[config.mk]
export PLATFORM = sky130hd
export DESIGN_NAME = uart_tx_fifo
export DESIGN_NICKNAME = d
export VERILOG_FILES = /design/src/rtl/uart_tx_fifo.sv
export SDC_FILE = /design/constraint.sdc
export NUM_CORES = 1
export LEC_CHECK = 0
export CAP_MARGIN = 20
export CORE_MARGIN = 2
export CORE_UTILIZATION = 45
export DETAILED_ROUTE_END_ITERATION = 8
export GPL_TIMING_DRIVEN = 1
export PLACE_DENSITY = 0.61
export RECOVER_POWER = 50
export SYNTH_ARGS = -nofsm -noshare
export SYNTH_HDL_FRONTEND = slang
export SYNTH_SLANG_ARGS = --single-unit
export TNS_END_PERCENT = 50
[constraint.sdc]
create_clock -name clk -period 2.62 [get_ports clk]
set_clock_uncertainty 0.1 [all_clocks]
set_input_delay 0.393 -clock clk [delete_from_list [all_inputs] [get_ports clk]]
set_output_delay 0.393 -clock clk [all_outputs]
set_load 0.02 [all_outputs]
[src/rtl/uart_tx_fifo.sv]
// uart_tx_fifo
// Buffered 8N1 UART transmitter with an integrated baud divider. Bytes enter
// an internal circular FIFO through a valid/ready handshake and are shifted
// out LSB first on a registered, idle-high serial line.
//
// Ports:
//   clk           system clock, rising edge
//   reset         synchronous, active-high
//   i_Tx_Valid    byte offered on i_Tx_Byte
//   i_Tx_Byte     byte to transmit
//   o_Tx_Ready    FIFO not full
//   o_Tx_Data     serial line (registered, idles high)
//   o_Tx_Active   high while START, DATA or STOP is on the line
//   o_Tx_Done     one-cycle pulse in the idle cycle that ends each frame
//   o_Fifo_Count  queued bytes, excluding the byte being shifted
module uart_tx_fifo #(
  parameter int CLOCK_RATE = 25000000,
  parameter int BAUD_RATE  = 115200,
  parameter int FIFO_DEPTH = 8
) (
  input  logic                              clk,
  input  logic                              reset,
  input  logic                              i_Tx_Valid,
  input  logic [7:0]                        i_Tx_Byte,
  output logic                              o_Tx_Ready,
  output logic                              o_Tx_Data,
  output logic                              o_Tx_Active,
  output logic                              o_Tx_Done,
  output logic [$clog2(FIFO_DEPTH+1)-1:0]   o_Fifo_Count
);

  localparam int DIV = CLOCK_RATE / BAUD_RATE;
  localparam int BW  = (DIV > 1) ? $clog2(DIV) : 1;
  localparam int AW  = $clog2(FIFO_DEPTH);
  localparam int CW  = $clog2(FIFO_DEPTH + 1);
  localparam logic [BW-1:0] BC_LAST = BW'(DIV - 1);

  typedef enum logic [1:0] {S_IDLE, S_START, S_DATA, S_STOP} state_t;

  state_t        state, state_n;
  logic [BW-1:0] bc, bc_n;
  logic [2:0]    bi, bi_n;
  logic [7:0]    shift, shift_n;
  logic [7:0]    mem [FIFO_DEPTH];
  logic [AW-1:0] wr_ptr, rd_ptr;
  logic [CW-1:0] count;
  logic          wr_en, pop, line_n, done_n, done_pend;

  assign o_Tx_Ready   = (count != CW'(FIFO_DEPTH));
  assign wr_en        = i_Tx_Valid & o_Tx_Ready;
  assign o_Fifo_Count = count;

  always_ff @(posedge clk) begin
    if (reset) state <= S_IDLE;
    else       state <= state_n;
  end

  always_comb begin
    state_n = state;
    bc_n    = bc;
    bi_n    = bi;
    shift_n = shift;
    pop     = 1'b0;
    done_n  = 1'b0;
    line_n  = 1'b1;
    case (state)
      S_IDLE: begin
        if (count != '0) begin
          pop     = 1'b1;
          shift_n = mem[rd_ptr];
          bc_n    = '0;
          state_n = S_START;
        end
      end
      S_START: begin
        line_n = 1'b0;
        if (bc == BC_LAST) begin
          bc_n    = '0;
          bi_n    = '0;
          state_n = S_DATA;
        end else begin
          bc_n = bc + BW'(1);
        end
      end
      S_DATA: begin
        line_n = shift[bi];
        if (bc == BC_LAST) begin
          bc_n = '0;
          if (bi == 3'd7) state_n = S_STOP;
          else            bi_n    = bi + 3'd1;
        end else begin
          bc_n = bc + BW'(1);
        end
      end
      S_STOP: begin
        if (bc == BC_LAST) begin
          bc_n    = '0;
          done_n  = 1'b1;
          state_n = S_IDLE;
        end else begin
          bc_n = bc + BW'(1);
        end
      end
      default: state_n = S_IDLE;
    endcase
  end

  always_ff @(posedge clk) begin
    if (wr_en) mem[wr_ptr] <= i_Tx_Byte;
  end

  // Line/active outputs are registered from the current state, so they trail
  // the state by one edge; done is piped an extra stage so it lands in the
  // same cycle that o_Tx_Active drops after the stop bit.
  always_ff @(posedge clk) begin
    if (reset) begin
      bc          <= '0;
      bi          <= '0;
      shift       <= '0;
      wr_ptr      <= '0;
      rd_ptr      <= '0;
      count       <= '0;
      o_Tx_Data   <= 1'b1;
      o_Tx_Active <= 1'b0;
      done_pend   <= 1'b0;
      o_Tx_Done   <= 1'b0;
    end else begin
      bc          <= bc_n;
      bi          <= bi_n;
      shift       <= shift_n;
      if (wr_en) wr_ptr <= wr_ptr + AW'(1);
      if (pop)   rd_ptr <= rd_ptr + AW'(1);
      case ({wr_en, pop})
        2'b10:   count <= count + CW'(1);
        2'b01:   count <= count - CW'(1);
        default: count <= count;
      endcase
      o_Tx_Data   <= line_n;
      o_Tx_Active <= (state != S_IDLE);
      done_pend   <= done_n;
      o_Tx_Done   <= done_pend;
    end
  end

endmodule

==> impl_results.md <==
* Setup violators final at 0
* Place WS at roughly 0.11 ns
* Hold_buf cts at 0
* Post-synth EDFFs at 64
* Total power at ~4.4 mW
* Max-slew violations at 0
* CTS buffer count at 9
* H-tree levels at 3
* Crit-path max cell delay at around 0.58 ns
* CP cell instances: or4b_4, clkbuf_1, clkdlybuf4s50_1
* Diode count at 0
* Iter 0 DRT Violations at 63
* Fmax at about 400 MHz
* Hold_ws at between 0.3 and 0.4 ns
* Worst Hold Path Cells at 1
* Largest net degree at the start of global routing at 21
* Clock Path Buffers at 2
* Family with the most delay on the worst path: buffers and inverters
* Req. time, crit path at 2.13 ns
* Crit path max fanout at 8
* Root Buffer: clkbuf_8
* Via Count at roughly 2300
* Peak supply drop at about 0.4 mV
* Syn Inst Count at between 200 and 300
* Gr usage total at 0.162
* Setup tns final at 0 ns
* CTS tree: done
* Final WL at just over 7 mm
* Global-route wire length before repair at between 10 and 15 mm
* Initial Util at 0.457
* CTS clk-pin slew, worst paths at ~0.10 ns
* Pwr/cell area at just over 900 mW/mm^2
* Avg Cell Area, Syn at around 15 um^2
* Critical path buffers and inverters at 2
* Syn Nets at slightly above 300
* Worst path slowest cell: or4b_4
* Path depth of the worst reg2reg path at 9
* Area contributors post-synth: edfxtp_1 46%, dfxtp_1 17%, mux4_2 8.7%, ha_1 4.2%, nor2_1 2.6%
* Critical path class: reg2out
* Hold WC Path Type: reg2reg
* RSZ-0062 raised after global routing: no
* Drt pass-1 iters at 4
* Full die area at between 0.01 and 0.015 mm^2
* # DRC at 0
* Status: completed
* Ys Warns at 0
* Tcrit/Tclk final at 0.963
* Worst path arrival time at approximately 2 ns
* Wirelength per Cell at roughly 17 um
* DP HPWL at around 4.7 mm
* Minimum clock period after layout at 2.52 ns
* Post-DRT Antenna Nets at 0
* Seq cells post-synth at a little under 100
* Worst-skew pair later-pin latency at between 0.3 and 0.4 ns
* Actual slew at the worst max-slew pin at roughly 0.76 ns
* Final Hold Viols at 0
* Crit. path cell count at 3
* Row cnt at 35
* Leak pwr at 1.59 nW
* Layout area overhead at 14.5%
* Die W at 100 um
* Relative slew slack at 0.492
* Yosys top cell area share at 0.461
* Clk sinks at 99
* Area leader, netlist: edfxtp_1
* Port Buf Inserts at 18
* Initial antenna violation count at 0
* Nets at about 340
* Routability cong. at 0.714
* Sequential share of the synthesized area at 0.630
* Ratio of cells with drive above 1 in the final layout at 0.189
* Element type at the critical path end: primary output
* Via density at between 5 and 6
* Max Cap Violations at 0
* Die Ht at 100 um
* Async SR Flop Fraction at 0
* Startpoint Class: flop
* Min setup slack post-route at about 0.096 ns
* Overflow left after global routing at 0
* Core area at ~0.0091 mm^2
* Synthesized area at 0.00417 mm^2
* Predominant post-synthesis flop cell: edfxtp_1
* Yosys cell types at 49
* Io pins at 19
* Number of global-route vias before repair at about 2400
cells in the final DEF (no fill, tap or decap), drive strengths merged, types with 3 or more instances in the layout:
cell,n
nand3b,3
dlygate4sd3,12
dfxtp,35
nor2b,3
clkbuf,14
nand3,9
clkdlybuf4s50,6
buf,13
xor2,6
edfxtp,64
clkinv,3
inv,9
ha,14
nand2b,6
nor2,29
mux4,18
xnor2,8
nand2,8
nor3,12
o22ai,8
a21oi,11
o21ai,3
what timing repair did:
action	in CTS	in global routing
endpoints found under the setup margin	0	3
resized for setup	0	2
buffers inserted	0	0
logic make-up (layout without fill, tap and decap cells):
logic type | Yosys count | count (layout) | synth area share
multiplexers | 22 | 22 | 0.109
adder cells (fa/ha/maj) | 14 | 14 | 0.0421
flip-flops | 99 | 99 | 0.630
AO/OA/AOI/OAI | 35 | 35 | 0.0604
AND/OR/NAND/NOR | 81 | 81 | 0.105
XOR/XNOR | 14 | 14 | 0.0294
buffers and inverters | 20 | 58 | 0.0237
where the power goes:
| part | internal [mW] | switching [mW] | total [mW] |
|---|---|---|---|
| Combinational | 0.636 | 0.765 | 1.40 |
| Sequential | 1.83 | 0.0976 | 1.93 |
| Clock | 0.473 | 0.574 | 1.05 |
| Total | 2.94 | 1.44 | 4.38 |
path summary, 6_finish.rpt:
kind | slack (ns) | to | from
setup / recovery | 0.1 | o_Tx_Ready | o_Fifo_Count[0]
hold / removal | 0.35 | o_Tx_Done | done_pend
setup reg to reg | 0.21 | o_Fifo_Count[2] | o_Fifo_Count[0]
hold reg to reg | 0.35 | o_Tx_Done | done_pend
area by class of cell:
type	count	area [um^2]
sequential	99	2630
inverter	6	22.5
clock inverter	7	100
multi-input combinational	166	1460
fill	783	4340
timing repair buffer	36	297
clock buffer	9	124
tap	111	139
stage by stage:
step	utilization	cells	area, um^2
2_1_floorplan	-	285	4190
3_3_place_gp	0.501	418	4560
3_5_place_dp	0.501	418	4560
4_1_cts	0.525	434	4780
5_1_grt	0.524	434	4770
6_report	0.524	434	4770
synth_stat cells, types with 4 or more instances:
cell type   n
inv_1       6
nand2_1     6
buf_2       4
ha_1       14
clkbuf_1    5
edfxtp_1   64
mux4_2     16
nand2b_1    6
dfxtp_1    35
xor2_1      6
nor2_1     29
nand3_1     9
o22ai_1     8
a21oi_1    10
xnor2_1     8
nor3_1     12
sequential cells by signal, indices dropped and copies added (netlist names):
signal,cells
rd_ptr,3
bc,8
done_pend,1
bi,3
mem,64
o_Tx_Data,1
wr_ptr,3
o_Tx_Active,1
shift,8
state,2
o_Fifo_Count,4
o_Tx_Done,1
worst register-to-register path, stage by stage (launching register included):
cell	delay, ns
dfxtp_2	0.39
or4b_4	0.58
nand2_4	0.10
ha_2	0.22
xor2_1	0.17
ha_1	0.16
a21oi_1	0.04
xor2_1	0.14
or3_1	0.30
a21oi_1	0.13
routing by layer:
| metal | wire length [um] | vias up | track usage |
|---|---|---|---|
| li1 | - | 1147 | - |
| met1 | 3110 | 1163 | 0.195 |
| met2 | 3850 | 19 | 0.282 |
| met3 | 208 | 5 | 0.0418 |
| met4 | 72 | 0 | 0.0537 |
| met5 | 0 | - | 0 |
Note: power is estimated with default switching activity, not from simulation.
==> patch 1: new RTL, config.mk and constraints unchanged <==
Encoding of `state_t`: now one-hot (4 bits for 4 states).
--- a/src/rtl/uart_tx_fifo.sv
+++ b/src/rtl/uart_tx_fifo.sv
@@ -37,3 +37,3 @@
 
-  typedef enum logic [1:0] {S_IDLE, S_START, S_DATA, S_STOP} state_t;
+  typedef enum logic [3:0] {S_IDLE = 4'b0001, S_START = 4'b0010, S_DATA = 4'b0100, S_STOP = 4'b1000} state_t;
 
Formal check against the unedited RTL: no difference found for any inputs over 10 cycles, from zero or initial values and one cycle with reset high; not proved beyond that.
==> patch 1 against the original RTL <==
Critical path depth unchanged. Setup slack improved by 9.1 ps. Die area increased by 4.9%. Maximum frequency increased by 0.36%. Final area increased by 3.7%. Power decreased by 1.2%. Sequential cell count increased by 2. Sequential share of layout area decreased by 1.2 points. Wire length increased by 12%. Synthesized area increased by 5.1%. First-iteration DRC count increased by 70%. Global-route usage increased by 0.76 points. Critical endpoint unchanged. Highest routed layer unchanged.
==> patch 1: results <==
metrics = {
    "outcome": {
        "status": "completed",
    },
    "layout": {
        "clkbuf_count": 9,
        "seq_area_frac": 0.539,
        "final_layout_size_suffix_gt1_frac": 0.172,
        "inverters": 8,
        "fillerInstances": 850,
        "multi_input_area_sq_um": 1600,
        "area_share_clock_buf_inv": 0.0420,
        "n_all_buffers": 32,
        "multi_input_cells": 187,
        "syn2layout_area_growth_pct": 12.9,
        "regArea_sq_um": 2670,
        "buf_share": 0.0546,
    },
    "yosys": {
        "synth_cells": 313,
        "synthesis.nets": 333,
        "ys_top_cells_by_area": "edfxtp_1, dfxtp_1, mux4_2",
        "seq_area_frac_synth": 0.608,
    },
    "detailed_routing": {
        "met3_length_um": 154,
        "dr.pass1.iters": 4,
        "wl_um": 8150,
        "vias_per_cell": 5.42,
        "met1_length_um": 3780,
        "met2_length_um": 4150,
        "drtIter0Drc": 107,
    },
    "global_route": {
        "first_global_vias": 2527,
        "globalRouteMet3Util": 0.0264,
        "grt_pass1_wl_um": 13300,
        "grt_usage": 0.169,
        "grt_max_degree": 24,
        "met2_usage": 0.285,
        "use_met1": 0.225,
    },
    "placement": {
        "post-dp-hpwl_um": 5410,
        "place_ws_ps": 140,
        "dpl-instance-area_sq_um": 4750,
        "placedCellCount": 461,
    },
    "timing": {
        "fmax_mhz": 398,
        "timing.slew.headroom": 0.402,
        "finalHoldWorstSlack_ps": 355,
    },
    "setup_path": {
        "cp_max_fo": 9,
        "cp_slowest_cell": "or4b_1",
        "regToRegSetupSlack_ps": 110,
    },
    "clock_tree": {
        "cts_num_sinks": 101,
    },
    "pwr": {
        "switching_share": 0.341,
        "irDropWorstVdd_mv": 0.325,
    },
}
[patch 1: cell count changes in the layout (fill, tap and decap cells not counted), moves of 7 or more]
| cell | change |
|---|---|
| nor2_1 | -16 |
| o21ai_0 | +10 |
| xnor2_1 | -7 |
| mux2i_1 | +12 |
| o22ai_1 | -7 |
| a21oi_1 | +10 |
| o211ai_1 | +8 |
[patch 1: power by group through the flow]
| stage | clock network (W) | registers (W) | logic, W |
|---|---|---|---|
| after floorplan | 0 | 0.00200 | 0.00106 |
| after global placement | 0 | 0.00201 | 0.00135 |
| after detailed placement | 0 | 0.00202 | 0.00137 |
| after CTS | 0.00103 | 0.00198 | 0.00137 |
| after global routing | 0.00110 | 0.00201 | 0.00149 |
| final | 0.000991 | 0.00198 | 0.00135 |
[patch 1: cell families after synthesis]
logic type	after synthesis	synth area share
flops	101	0.608
fa+ha+maj	9	0.0257
xor+xnor	8	0.0160
compound gates	57	0.0863
buf+inv	25	0.0294
simple gates	80	0.107
mux	33	0.127
==> patch 2: new RTL, same settings <==
Without the edit above. Change the parameter `BAUD_RATE` from 115200 to 57600.
--- a/src/rtl/uart_tx_fifo.sv
+++ b/src/rtl/uart_tx_fifo.sv
@@ -17,3 +17,3 @@
   parameter int CLOCK_RATE = 25000000,
-  parameter int BAUD_RATE  = 115200,
+  parameter int BAUD_RATE  = 57600,
   parameter int FIFO_DEPTH = 8
Check against the original RTL: same outputs for any inputs over 10 cycles, from zero or initial values and one cycle with reset high; that may be too few to reach the edited logic, so the function may still have changed.
==> patch 2 against the original RTL <==
Sequential share of layout area shrank 0.31 points. Global-route usage is essentially flat. Via count grew 6.1%. Clock power shrank 6%. Final area grew 1.2%. Power grew 0.38%. Sequential cell count grew 1. Setup slack gained 170 ps. Wire length grew 2.2%. Non-clock buffer count grew 2. Maximum frequency grew 7.3%. Synthesized area grew 0.84%. Largest power group unchanged.
==> patch 2: results <==
metrics = {
    "yosys": {
        "netlist_top_cells_count": "edfxtp_1, dfxtp_1, nor2_1, mux4_2",
        "synth_edf_count": 64,
        "yosys_warnings": 0,
        "seq_area_frac_synth": 0.629,
        "synthArstFlopShare": 0,
        "ys_top_cells_by_area": "edfxtp_1, dfxtp_1, mux4_2",
        "syn_avg_cell_area_sq_um": 14.0,
        "synthesis.nets": 324,
        "synth.distinct_cells": 46,
    },
    "placement": {
        "io_buffer_count": 18,
        "placedCellCount": 432,
        "post-dp-hpwl_um": 4790,
        "gp_congestion": 0.773,
    },
    "min_path": {
        "hold_path_startpoint": "done_pend$_SDFF_PP0_",
        "min_delay_path_depth": 1,
        "hp-class": "reg -> reg",
    },
    "setup_path": {
        "worstPathArrival_ps": 1860,
        "rr_endpoint": "o_Fifo_Count[2]$_SDFFE_PP0P_",
        "regToRegSetupSlack_ps": 270,
        "cp_max_fo": 5,
        "reg2regPathDepth": 9,
    },
    "outcome": {
        "status": "completed",
    },
    "timing": {
        "finalHoldWorstSlack_ps": 363,
        "setup-violations-final": 0,
        "timing.slew.headroom": 0.286,
    },
    "pwr": {
        "irDropWorstVdd_mv": 0.411,
        "power_leakage_nw": 1.60,
    },
    "global_route": {
        "first_global_vias": 2442,
        "grt_max_degree": 26,
        "grt_pass1_wl_um": 12400,
        "antenna_found_initial": 0,
        "grt_usage": 0.162,
    },
    "clock_tree": {
        "clkLatencyLatePin_ps": 370,
        "cts.root.buffer_cell": "clkbuf_8",
        "clk_path_buf_depth": 2,
        "cts_buffers": 9,
        "clkTransAtPathRegs_ps": 100,
    },
    "detailed_routing": {
        "drtIter0Drc": 71,
        "wl_um": 7400,
        "vias_per_cell": 5.53,
        "vias": 2476,
        "dr.pass1.iters": 4,
    },
    "layout": {
        "fillerInstances": 760,
        "antennaDiodeCount": 0,
        "top_regs": "mem x64, bc x9, shift x8",
        "final_layout_size_suffix_gt1_frac": 0.178,
        "layout.nets": 357,
    },
}
## patch 2: where the power goes
group	internal, W	leakage (nW)	switching, W	total, W
logic	0.000675	0.616	0.000813	0.00149
registers	0.00184	0.875	0.0000778	0.00192
clock network	0.000384	0.105	0.000600	0.000984
total	0.00290	1.60	0.00149	0.00439
## patch 2: how the worst max path moves through the flow
stage                                      start                      endpoint  slack [ps]  cells past startpoint
floorplan           o_Fifo_Count[1]$_SDFFE_PP0P_  o_Fifo_Count[3]$_SDFFE_PP0P_          10                     10
global placement                      i_Tx_Valid  o_Fifo_Count[2]$_SDFFE_PP0P_         170                      9
detailed placement                    i_Tx_Valid  o_Fifo_Count[2]$_SDFFE_PP0P_         120                      9
CTS                 o_Fifo_Count[1]$_SDFFE_PP0P_  o_Fifo_Count[2]$_SDFFE_PP0P_         100                      9
global route        o_Fifo_Count[1]$_SDFFE_PP0P_  o_Fifo_Count[3]$_SDFFE_PP0P_         130                      7
finish              o_Fifo_Count[0]$_SDFFE_PP0P_                    o_Tx_Ready         270                      2
## patch 2: cell type report
| class | count | area [sq um] | area share |
|---|---|---|---|
| Sequential cell | 100 | 2640 | 0.547 |
| Clock buffer | 9 | 124 | 0.0257 |
| Multi-Input combinational cell | 180 | 1510 | 0.313 |
| Timing Repair Buffer | 38 | 315 | 0.0653 |
| Tap cell | 111 | 139 | 0.0288 |
| Clock inverter | 7 | 86.3 | 0.0179 |
| Inverter | 3 | 11.3 | 0.00233 |
## patch 2: metrics by stage
step / worst slack, ps / cell area [sq um] / total power, W
2_1_floorplan: 11.2 / 4250 / 0.00308
6_report: 267 / 4830 / 0.00439
3_5_place_dp: 122 / 4650 / 0.00347
4_1_cts: 102 / 4860 / 0.00448
3_3_place_gp: 171 / 4650 / 0.00345
5_1_grt: 127 / 4830 / 0.00468
## patch 2: repair_timing
item	in CTS	in global routing
resized for setup	0	1
endpoints found under the setup margin	0	2
endpoints found under the hold margin	0	0
## patch 2: worst max-delay path: stages (launching register included)
cell             delay (ps)
dfxtp_1                 330
or4b_4                  600
clkdlybuf4s50_1         570
## patch 2: cells by family (layout without fill, tap and decap cells)
family	count (synthesis)	after routing	share of synthesized area
flops	100	100	0.629
fa+ha+maj	14	14	0.0417
simple gates	97	97	0.119
buf+inv	19	57	0.0179
xor+xnor	12	12	0.0250
mux	22	22	0.106
compound gates	35	35	0.0611
## patch 2: metal layers
layer | wire (um) | vias to the layer above | track usage | part of all wire
met3 | 225 | 8 | 0.0479 | 0.030
met1 | 3390 | 1226 | 0.204 | 0.46
met4 | 92 | 0 | 0.0548 | 0.012
met2 | 3700 | 27 | 0.267 | 0.50
met5 | 0 | - | 0 | 0
li1 | - | 1215 | - | -
